==> config.mk <==
export PLATFORM = sky130hd
export DESIGN_NAME = ibuffer_flat
export DESIGN_NICKNAME = d
export VERILOG_FILES = /design/src/rtl/ibuffer_if.sv /design/src/rtl/ibuffer.sv /design/src/flat_wrapper.sv
export SDC_FILE = /design/constraint.sdc
export NUM_CORES = 1
export LEC_CHECK = 0
export CAP_MARGIN = 20
export CORE_UTILIZATION = 40
export CTS_BUF_LIST = sky130_fd_sc_hd__clkbuf_8
export CTS_CLUSTER_SIZE = 25
export DETAILED_ROUTE_END_ITERATION = 6
export GPL_ROUTABILITY_DRIVEN = 0
export PLACE_DENSITY = 0.54
export SYNTH_ARGS = -nofsm -noshare
export SYNTH_HDL_FRONTEND = slang
export SYNTH_SLANG_ARGS = --single-unit
==> constraint.sdc <==
create_clock -name clock -period 2.8 [get_ports clock]
set_input_delay 0.7 -clock clock [delete_from_list [all_inputs] [get_ports clock]]
set_output_delay 0.7 -clock clock [all_outputs]
set_load 0.1 [all_outputs]
==> src/rtl/ibuffer_if.sv <==
// ibuffer_if
//   Bundles the fetch-side push handshake and the ctrlblock-side pop handshake of
//   the instruction buffer.
//   Modports:
//     master - driven by the fetch unit / ctrlblock side (pushes entries, pops head)
//     slave  - the buffer itself
//   Signals:
//     fetch_valid/fetch_ready/fetch_inst/fetch_pc  push handshake and payload
//     flush                                        redirect, discard everything
//     ibuffer_instr_valid/ibuffer_instr_ready      pop handshake
//     ibuffer_inst_out/ibuffer_pc_out              head entry payload
//     ibuffer_count                                current occupancy
interface ibuffer_if #(
  parameter int DEPTH      = 8,
  parameter int INST_WIDTH = 32,
  parameter int PC_WIDTH   = 48
);
  localparam int CW = $clog2(DEPTH + 1);

  logic                  fetch_valid;
  logic                  fetch_ready;
  logic [INST_WIDTH-1:0] fetch_inst;
  logic [PC_WIDTH-1:0]   fetch_pc;
  logic                  flush;
  logic                  ibuffer_instr_valid;
  logic                  ibuffer_instr_ready;
  logic [INST_WIDTH-1:0] ibuffer_inst_out;
  logic [PC_WIDTH-1:0]   ibuffer_pc_out;
  logic [CW-1:0]         ibuffer_count;

  modport master (
    output fetch_valid, fetch_inst, fetch_pc, flush, ibuffer_instr_ready,
    input  fetch_ready, ibuffer_instr_valid, ibuffer_inst_out, ibuffer_pc_out,
           ibuffer_count
  );

  modport slave (
    input  fetch_valid, fetch_inst, fetch_pc, flush, ibuffer_instr_ready,
    output fetch_ready, ibuffer_instr_valid, ibuffer_inst_out, ibuffer_pc_out,
           ibuffer_count
  );
endinterface

==> src/rtl/ibuffer.sv <==
// ibuffer
//   Circular first-word-fall-through instruction buffer between fetch and ctrlblock.
//   The head entry drives the outputs directly; a redirect flush empties the buffer
//   in a single cycle.
//   Ports:
//     clock    - rising-edge clock
//     reset_n  - asynchronous active-low reset
//     bus      - ibuffer_if.slave (push/pop handshakes, flush, head payload, count)
module ibuffer #(
  parameter int DEPTH      = 8,
  parameter int INST_WIDTH = 32,
  parameter int PC_WIDTH   = 48
) (
  input  logic      clock,
  input  logic      reset_n,
  ibuffer_if.slave  bus
);
  localparam int PW = $clog2(DEPTH);
  localparam int CW = $clog2(DEPTH + 1);
  localparam logic [CW-1:0] FULL_COUNT = CW'(DEPTH);

  logic [INST_WIDTH-1:0] instMem_q [DEPTH];
  logic [PC_WIDTH-1:0]   pcMem_q   [DEPTH];
  logic [PW-1:0]         wrPtr_q, wrPtr_d;
  logic [PW-1:0]         rdPtr_q, rdPtr_d;
  logic [CW-1:0]         count_q, count_d;
  logic                  push, pop;

  // Ready/valid come from registered occupancy only, so a pop never frees a
  // slot for a push in the same cycle. Flush suppresses both handshakes.
  assign bus.fetch_ready         = (count_q != FULL_COUNT);
  assign bus.ibuffer_instr_valid = (count_q != '0);
  assign bus.ibuffer_inst_out    = instMem_q[rdPtr_q];
  assign bus.ibuffer_pc_out      = pcMem_q[rdPtr_q];
  assign bus.ibuffer_count       = count_q;

  assign push = bus.fetch_valid && bus.fetch_ready && !bus.flush;
  assign pop  = bus.ibuffer_instr_valid && bus.ibuffer_instr_ready && !bus.flush;

  always_comb begin
    wrPtr_d = wrPtr_q;
    rdPtr_d = rdPtr_q;
    count_d = count_q;
    if (bus.flush) begin
      wrPtr_d = '0;
      rdPtr_d = '0;
      count_d = '0;
    end else begin
      if (push) wrPtr_d = wrPtr_q + PW'(1);
      if (pop)  rdPtr_d = rdPtr_q + PW'(1);
      case ({push, pop})
        2'b10:   count_d = count_q + CW'(1);
        2'b01:   count_d = count_q - CW'(1);
        default: count_d = count_q;
      endcase
    end
  end

  // Storage is cleared only by reset; flush just rewinds the pointers.
  always_ff @(posedge clock or negedge reset_n) begin
    if (!reset_n) begin
      wrPtr_q <= '0;
      rdPtr_q <= '0;
      count_q <= '0;
      for (int i = 0; i < DEPTH; i++) begin
        instMem_q[i] <= '0;
        pcMem_q[i]   <= '0;
      end
    end else begin
      wrPtr_q <= wrPtr_d;
      rdPtr_q <= rdPtr_d;
      count_q <= count_d;
      if (push) begin
        instMem_q[wrPtr_q] <= bus.fetch_inst;
        pcMem_q[wrPtr_q]   <= bus.fetch_pc;
      end
    end
  end
endmodule
==> src/flat_wrapper.sv <==
// flat-port wrapper written by rule: the top's interface ports become plain ports
module ibuffer_flat 
#(
  parameter int DEPTH      = 8,
  parameter int INST_WIDTH = 32,
  parameter int PC_WIDTH   = 48
)
  (clock, reset_n, bus_fetch_valid, bus_fetch_inst, bus_fetch_pc, bus_flush, bus_ibuffer_instr_ready, bus_fetch_ready, bus_ibuffer_instr_valid, bus_ibuffer_inst_out, bus_ibuffer_pc_out, bus_ibuffer_count);
  ibuffer_if #(.DEPTH(DEPTH), .INST_WIDTH(INST_WIDTH), .PC_WIDTH(PC_WIDTH)) bus_i ();
  input  logic clock;
  input  logic reset_n;
  input wire logic [$bits(bus_i.fetch_valid)-1:0] bus_fetch_valid;
  input wire logic [$bits(bus_i.fetch_inst)-1:0] bus_fetch_inst;
  input wire logic [$bits(bus_i.fetch_pc)-1:0] bus_fetch_pc;
  input wire logic [$bits(bus_i.flush)-1:0] bus_flush;
  input wire logic [$bits(bus_i.ibuffer_instr_ready)-1:0] bus_ibuffer_instr_ready;
  output wire logic [$bits(bus_i.fetch_ready)-1:0] bus_fetch_ready;
  output wire logic [$bits(bus_i.ibuffer_instr_valid)-1:0] bus_ibuffer_instr_valid;
  output wire logic [$bits(bus_i.ibuffer_inst_out)-1:0] bus_ibuffer_inst_out;
  output wire logic [$bits(bus_i.ibuffer_pc_out)-1:0] bus_ibuffer_pc_out;
  output wire logic [$bits(bus_i.ibuffer_count)-1:0] bus_ibuffer_count;
  assign bus_i.fetch_valid = bus_fetch_valid;
  assign bus_i.fetch_inst = bus_fetch_inst;
  assign bus_i.fetch_pc = bus_fetch_pc;
  assign bus_i.flush = bus_flush;
  assign bus_i.ibuffer_instr_ready = bus_ibuffer_instr_ready;
  assign bus_fetch_ready = bus_i.fetch_ready;
  assign bus_ibuffer_instr_valid = bus_i.ibuffer_instr_valid;
  assign bus_ibuffer_inst_out = bus_i.ibuffer_inst_out;
  assign bus_ibuffer_pc_out = bus_i.ibuffer_pc_out;
  assign bus_ibuffer_count = bus_i.ibuffer_count;
  ibuffer #(.DEPTH(DEPTH), .INST_WIDTH(INST_WIDTH), .PC_WIDTH(PC_WIDTH)) u_core (.clock(clock), .reset_n(reset_n), .bus(bus_i));
endmodule
After elaboration in Yosys (flattened, before gate mapping)

Cells that the tools add are included.

Add/subtract/negate cells: 4
Magnitude comparators: 3
Eq/ne operators: 3
Multiplexer cells: 18
Bitwise logic cells: 2
Reduce and logical (&&, ||, !) cells: 10

Operator list:

| kind                                                        | number |
|---|---|
| bitwise mux 384 bit                                         | 1 |
| bitwise mux 256 bit                                         | 1 |
| binary-select mux 48 bit (select 3 bit)                     | 1 |
| demux 48 bit (select 3 bit)                                 | 1 |
| two-way mux 48 bit                                          | 3 |
| binary-select mux 32 bit (select 3 bit)                     | 1 |
| demux 32 bit (select 3 bit)                                 | 1 |
| two-way mux 32 bit                                          | 3 |
| two-way mux 3 bit                                           | 4 |
| greater-or-equal comparator 4 bit (second input constant)   | 2 |
| inverter 3 -> 4 bit                                         | 2 |
| one-hot mux 4 bit (2 select lines)                          | 1 |
| adder 3 x 1 -> 3 bit (second input constant)                | 2 |
| logical AND 1 bit                                           | 5 |
| adder 4 x 1 -> 4 bit (second input constant)                | 1 |
| less-than comparator 4 x 1 -> 1 bit (second input constant) | 1 |
| two-way mux 4 bit                                           | 1 |
| inequality test 4 bit (second input constant)               | 1 |
| nonzero test 2 bit                                          | 2 |
| nonzero test 4 bit                                          | 1 |
| subtractor 4 x 1 -> 4 bit (second input constant)           | 1 |
| nonzero test 3 bit                                          | 1 |
| == test 2 x 1 -> 1 bit (second input constant)              | 1 |
| == test 2 bit (second input constant)                       | 1 |
| zero test 1 bit                                             | 1 |

Bits in registers: 650
Logic and storage cells: 59

Longest topological paths before layout

Gate-level depths: netlist of run 1.

Word-level depth: 6
Mapped depth: 11
Mapped depth without buffers: 9

Worst setup path before layout of run 1

Ideal clock, no wire load.

Kind: register -> register
Start point: register u_core.count_q[3] (netlist: u_core.bus.ibuffer_count[3])
End point: register u_core.count_q[3] (netlist: u_core.bus.ibuffer_count[3])
Arrival time: 3.262 ns
Data required time: 2.678 ns
Setup slack: -0.584 ns
Cell stages (with the launch flop): 12
Path buffers: 2
Period minus slack after synthesis: 3.384 ns
Path through: dfrtp_1 > buf_2 > or4b_1 > buf_2 > nand2_1 > nand2_1 > nor2_1 > ha_1 > a21oi_1 > and3_1 > mux2i_1 > nand2_1

Word-level cells in the longest chain between the ends: 6
Elaborated cells on any way between the ends: 13

Ends and longest elaborated chain:

| element                                                        | RTL line           | RTL |
|---|---|---|
| start: declaration                                             | ibuffer.sv:26      | `logic [CW-1:0] count_q, count_d;` |
| start signal: assignment                                       | ibuffer.sv:72      | `count_q <= count_d;` |
| inequality test 4 bit *                                        | ibuffer.sv:31      | `assign bus.fetch_ready = (count_q != FULL_COUNT);` |
| via bus_fetch_ready                                            | flat_wrapper.sv:17 | `output wire logic [$bits(bus_i.fetch_ready)-1:0] bus_fetch_ready;` |
| logical AND 1 bit * (2 in series)                              | ibuffer.sv:37      | `assign push = bus.fetch_valid && bus.fetch_ready && !bus.flush;` |
| == test 2 x 1 -> 1 bit / == test 2 bit (equally long branches) | ibuffer.sv:51      | `case ({push, pop})` |
| one-hot mux 4 bit (2 select lines)                             | ibuffer.sv:51      |  |
| two-way mux 4 bit                                              | ibuffer.sv:44      | `if (bus.flush) begin` |

Mark *: on every way through the listed nets, which the timed path passes. The rest lies on a longest branch.
A chain may end at the register's enable or synchronous reset.

Worst setup path after layout of run 1

Start point: register u_core.rdPtr_q[0]
End point: output port bus_ibuffer_pc_out[30]

Word-level cells in the longest chain between the ends: 4

Ends and longest elaborated chain:

| element                                                | RTL line           | RTL |
|---|---|---|
| start: declaration                                     | ibuffer.sv:25      | `logic [PW-1:0] rdPtr_q, rdPtr_d;` |
| start signal: assignment                               | ibuffer.sv:71      | `rdPtr_q <= rdPtr_d;` |
| inverter 3 -> 4 bit (implied by the code)              | ibuffer.sv:34      | `assign bus.ibuffer_pc_out = pcMem_q[rdPtr_q];` |
| binary-select mux 48 bit (select 3 bit)                | ibuffer.sv:34      |  |
| two-way mux 48 bit (implied by the code) (2 in series) | ibuffer.sv:34      |  |
| end: declaration                                       | flat_wrapper.sv:20 | `output wire logic [$bits(bus_i.ibuffer_pc_out)-1:0] bus_ibuffer_pc_out;` |

No other way between the ends. The select of a mux whose other input is x is not followed.

==> results of run 1 <==
## cell families after synthesis
logic type	after synthesis	synth area share, %
adders and majority gates	5	0.233
and+or+nand+nor	41	0.857
AOI/OAI and AO/OA	9	0.204
DFF	650	54.1
muxes	884	41.1
buffers and inverters	120	3.41
xor gates and xnor gates	6	0.175
## state kept, by name, indices dropped and copies added (netlist names)
| name | flops |
|---|---|
| u_core.pcMem_q | 384 |
| u_core.wrPtr_q | 3 |
| u_core.instMem_q | 256 |
| u_core.bus.ibuffer_count | 4 |
| u_core.rdPtr_q | 3 |
## cell type report
type	instances	area share [%]
clock inverters	57	0.701
well taps	969	3.28
clock buffers	141	5.25
multi-input cells	945	35.3
diodes	5	0.0338
flip-flops and latches	650	44.1
repair buffers	284	11.4
## worst max-delay path: stages (launching register included)
cell and delay, ns:
dfrtp_4 0.48, buf_4 0.21, clkbuf_16 0.20, mux4_2 0.49, mux2_2 0.31, buf_12 0.17
## power by group through the flow
stage	Clock [W]	Combinational [W]	Sequential [W]
after floorplan	0	0.0128	0.0128
after global placement	0	0.0193	0.0129
after detailed placement	0	0.0194	0.0131
after CTS	0.00874	0.0200	0.0129
after global routing	0.00919	0.0207	0.0132
final	0.00842	0.0199	0.0129
## synth_stat cells (8+ instances only)
cell      count
nand2_1       8
buf_1         9
buf_4        18
clkbuf_1     29
mux4_2      160
mux2_4      160
buf_12       18
dfrtp_1     650
buf_2        21
buf_6        25
mux2_2      561
nor2_1       12
## metal layers
metal | vias up | GRT usage (%)
met5 | - | 0
met4 | 8 | 6.10
met3 | 136 | 4.11
met2 | 285 | 31.7
met1 | 8767 | 25.7
li1 | 7061 | -
## through the flow
stage	power [W]	setup slack (ns)	hold WS, ns	std cells
floorplan	0.0256	-0.0523	0.404	1715
global placement	0.0322	0.0874	0.481	2830
detailed placement	0.0325	0.102	0.487	2830
CTS	0.0416	-0.605	0.501	3039
global route	0.0431	-0.598	0.507	3049
finish	0.0413	-0.493	0.497	3051
## what timing repair did
item | 4_1_cts | 5_1_grt
pin swaps | 1 | 0
hold endpoints to repair | 18 | 0
hold buffers | 1 | 0
gates resized for setup | 54 | 16
gates cloned | 1 | 3
buffers inserted | 9 | 4
setup endpoints to repair | 81 | 81
## worst min-delay path by stage
stage                                 startpoint                                      end  slack [ns]  cells past startpoint
6_report        u_core.instMem_q[56]$_DFFE_PN0P_         u_core.instMem_q[56]$_DFFE_PN0P_        0.50                      1
5_1_grt        u_core.instMem_q[169]$_DFFE_PN0P_        u_core.instMem_q[169]$_DFFE_PN0P_        0.51                      1
4_1_cts           u_core.pcMem_q[84]$_DFFE_PN0P_           u_core.pcMem_q[84]$_DFFE_PN0P_        0.50                      1
3_5_place_dp      u_core.pcMem_q[84]$_DFFE_PN0P_           u_core.pcMem_q[84]$_DFFE_PN0P_        0.49                      1
3_3_place_gp      u_core.pcMem_q[82]$_DFFE_PN0P_           u_core.pcMem_q[82]$_DFFE_PN0P_        0.48                      1
2_1_floorplan                            reset_n  u_core.bus.ibuffer_count[0]$_DFFE_PN0P_        0.40                      0
==> impl_metrics.ini, run 1 <==
[logic_synthesis]
synth.area.top_cells = dfrtp_1 54%, mux2_2 21%, mux4_2 12%, mux2_4 8.0%, buf_12 1.2%
synth_fp_nets = 1805
ys_seq_area_share_pct = 54.1
ys_warn_count = 0
async_reset_ff_share_pct = 100
netlist.area_leader.share_pct = 54.1
ys_types = 34
synth-seq-cells = 650
netlist_instances = 1715
netlist_area_um2 = 30100
yosys.area.top_type = dfrtp_1
synth_enable_flop_cells = 0
avgSynthCellArea_um2 = 17.5
synth_ff_type = dfrtp_1

[routing]
m1WireLength_um = 31500
first_pass_iters = 4
ant_nets = 0
wl_met3_um = 2910
viasPerCell = 5.33
drc = 0
routed.top_layer = met5
num_vias = 16257
detail_route.wl_per_cell_um = 23.4
wirelength_um = 71300
drt_iter0_markers = 676
wl_met2_um = 35100

[clock_network]
cts_buffer_depth = 3
clk-insertion-delay-late_ns = 0.71
h-tree-depth = 3
cts_tree = yes
numCtsBuffers = 113
cts_root_buf = clkbuf_8
numClockSinks = 650
clk_pin_slew_worst_paths_ns = 0.06

[floorplan]
dieArea_um2 = 76300
coreArea_um2 = 74400
start_util_pct = 40.4
placementRows = 100
ios = 171
die_h_um = 276
die_w_um = 276

[critical_path]
cp_max_fo = 8
r2r_slack_ns = 0.37
start_kind = register
path_class = register to primary output
startpoint = u_core.rdPtr_q[0]$_DFFE_PN0P_
reg2reg_depth = 10
endpoint_kind = primary output
crit_end = bus_ibuffer_pc_out[30]
reg2reg_to = u_core.bus.ibuffer_count[3]$_DFFE_PN0P_
critical_path_arrival_ns = 2.59
r2r_start = u_core.bus.ibuffer_count[1]$_DFFE_PN0P_
worstPathRequired_ns = 2.10

[power]
powerDensity_nw_per_um2 = 1120
pwr-share-seq_pct = 31.3
p_sw_w = 0.0160
switching_share_pct = 38.8
p_clk_share_pct = 20.4
p_leak_nw = 17.6
combinationalPowerShare_pct = 48.3
power.internal_w = 0.0253
irDropWorstVdd_v = 0.00119

[run_status]
violations = setup timing
status = complete, but fails checks

[grt]
grt_pass1_wl_um = 114000
track_usage_pct = 19.3
antenna_found_initial = 7
grt_pass1_vias = 18492
grt_start_max_net_pins = 100
overflow = 0

[sta]
fmax_mhz = 304
skew_ns = 0.0263
setup_viol = 80
relSlewSlack_pct = 63.9
finalHoldViolations = 0
rsz0062_at_grt = true
finalSetupTns_ns = -35.69
tightest_slew_ns = 0.542
drv_slew = 0
layout_setup_ws_ns = -0.493
min_period_over_period_pct = 118
period_needed_ns = 3.29

[final_layout]
mostFrequentLayoutCell = dfrtp_1
multiInputGateArea_um2 = 13100
final_nets = 2084
seq_area_um2 = 16300
layout_common_cells = 643 x dfrtp_1, 507 x mux2_2, 214 x mux2_4
final_util_pct = 49.7
nFillCells = 6246
areaGrowthSynthToFinish_pct = 22.9
layout-drive-gt1-share_pct = 60.5
final_cell_area_um2 = 37000

[min_path]
hold_path_class = register to register

[placement]
placed_cell_area_um2 = 34300
place_hpwl_um = 41900
io_buffer_count = 170

[run]
drv_cap = 0
Note: power is estimated with default switching activity, not from simulation.
==> run 2: changes to the inputs <==
CAP_MARGIN = default   (was 20)
==> results of run 2 <==
No change in the layout: final DEF, timing and power equal those of run 1.
==> run 3: changes to the inputs <==
RECOVER_POWER = 25   (was default)
SKIP_LAST_GASP = 1   (was default)
==> impl_metrics.ini, run 3 (synthesized netlist as in run 1, its figures left out) <==
[run_status]
status = complete, but fails checks
violations = setup timing

[critical_path]
path_class = register to primary output
endpoint_kind = primary output
slowest_stage = mux4_2
cp_max_fo = 8
cp_slowest_stage_delay_ns = 0.49
worstPathRequired_ns = 2.10
path_cells = buf_4 -> clkbuf_16 -> mux4_2 -> mux2_2 -> buf_12
start_kind = register
critical_path_arrival_ns = 2.59

[run]
drv_cap = 0

[floorplan]
die_h_um = 276
start_util_pct = 40.4
placementRows = 100
ios = 171
dieArea_um2 = 76300
coreArea_um2 = 74400
die_w_um = 276

[routing]
first_pass_iters = 4
drc = 0
viasPerCell = 5.33
ant_nets = 0
detail_route.wl_per_cell_um = 23.3
num_vias = 16263
wirelength_um = 71100
drt_iter0_markers = 700

[placement]
place_hpwl_um = 41900
post-place-ws_ns = 0.102
io_buffer_count = 170

[power]
p_sw_w = 0.0159
irDropWorstVdd_v = 0.00119
powerDensity_nw_per_um2 = 1110
pwr-share-seq_pct = 31.7
p_total_w = 0.0408
power.internal_w = 0.0249
combinationalPowerShare_pct = 47.7
p_clk_share_pct = 20.6
switching_share_pct = 39.0
p_leak_nw = 17.3

[sta]
layout_setup_ws_ns = -0.491
min_period_over_period_pct = 118
rsz0062_at_grt = true
fmax_mhz = 304
period_needed_ns = 3.29
finalHoldViolations = 0
relSlewSlack_pct = 7.49
drv_slew = 0
tightest_slew_ns = 1.39
skew_ns = 0.0264
setup_viol = 80

[final_layout]
top_register = u_core.pcMem_q
layout_common_cells = 643 x dfrtp_1, 560 x mux2_2, 161 x mux2_4
largest_register_ffs = 384
layout-drive-gt1-share_pct = 60.3
nFillCells = 6285
areaGrowthSynthToFinish_pct = 21.8
mostFrequentLayoutCell = dfrtp_1
final_nets = 2083

[grt]
grt_start_max_net_pins = 100
grt_pass1_wl_um = 114000
overflow = 0
grt_pass1_vias = 18458
track_usage_pct = 19.3
antenna_found_initial = 6

[clock_network]
clk-insertion-delay-late_ns = 0.71
clk_pin_slew_worst_paths_ns = 0.06
numClockSinks = 650
h-tree-depth = 3
numCtsBuffers = 113
cts_root_buf = clkbuf_8
cts_tree = yes
cts_buffer_depth = 3

[min_path]
hold_path_class = register to register
==> run 3: cell count changes in the layout (fill, tap and decap cells not counted), sizes merged <==
cell	before	now
buf	197	190
diode	5	4
clkbuf	144	150
==> run 3: worst max-delay path: cells and delay by family, from the launching register on <==
family                 cells  cell delay (ns)
multiplexers               2             0.80
buffers and inverters      3             0.58
flip-flops                 1             0.48
==> run 3: worst paths after layout <==
path                                                    startpoint  slack [ns]  cells past startpoint                                 endpoint
min                               u_core.instMem_q[56]$_DFFE_PN0P_        0.50                      1         u_core.instMem_q[56]$_DFFE_PN0P_
max reg2reg                u_core.bus.ibuffer_count[0]$_DFFE_PN0P_        0.37                     10  u_core.bus.ibuffer_count[3]$_DFFE_PN0P_
max                                  u_core.rdPtr_q[0]$_DFFE_PN0P_       -0.49                      5                   bus_ibuffer_pc_out[30]
min in group asynchronous                                  reset_n        1.04                      3          u_core.pcMem_q[100]$_DFFE_PN0P_
min reg2reg                       u_core.instMem_q[56]$_DFFE_PN0P_        0.50                      1         u_core.instMem_q[56]$_DFFE_PN0P_
max in group asynchronous                                  reset_n        0.28                      4        u_core.instMem_q[148]$_DFFE_PN0P_
==> run 3: final cells by class <==
class	instances	area (um2)	share of cell area, %
sequential	650	16300	44.5
multi-input combinational	945	12900	35.1
clock inverter	57	259	0.707
tap	969	1210	3.31
clock buffer	141	1940	5.30
timing repair buffer	283	4070	11.1
antenna	4	10.0	0.0273
==> run 3: timing repair <==
action                                  4_1_cts  5_1_grt
hold buffers                                  1        0
endpoints found under the setup margin       81       81
setup buffers                                 9        4
hold endpoints to repair                     18        0
cloned                                        1        2
gates resized for setup                      10        2
pin swaps                                     1        0
==> run 3: layer usage <==
| layer | part of all wire [%] | GRT usage, % | wire length [um] | vias up |
|---|---|---|---|---|
| li1 | - | - | - | 7045 |
| met1 | 44 | 25.6 | 31400 | 8804 |
| met2 | 49 | 31.8 | 35100 | 272 |
| met3 | 4.1 | 4.12 | 2890 | 134 |
| met4 | 2.4 | 5.70 | 1700 | 8 |
| met5 | 0.077 | 0 | 55 | - |
==> run 3: per-stage QoR <==
step	hold slack (ns)	std cells	TNS, ns	util (%)	instance area, um2
detailed placement	0.487	2830	0	46.0	34300
floorplan	0.404	1715	-4.16	-	30100
CTS	0.501	3039	-43.90	49.2	36600
global placement	0.481	2830	0	46.0	34300
global route	0.507	3047	-45.77	49.2	36600
finish	0.497	3049	-35.99	49.2	36600
==> run 3: power by group through the flow <==
stage	clock network [W]	registers (W)	logic (W)
floorplan	0	0.0128	0.0128
global route	0.00920	0.0132	0.0203
detailed placement	0	0.0131	0.0194
global placement	0	0.0129	0.0193
CTS	0.00874	0.0129	0.0197
finish	0.00841	0.0129	0.0195
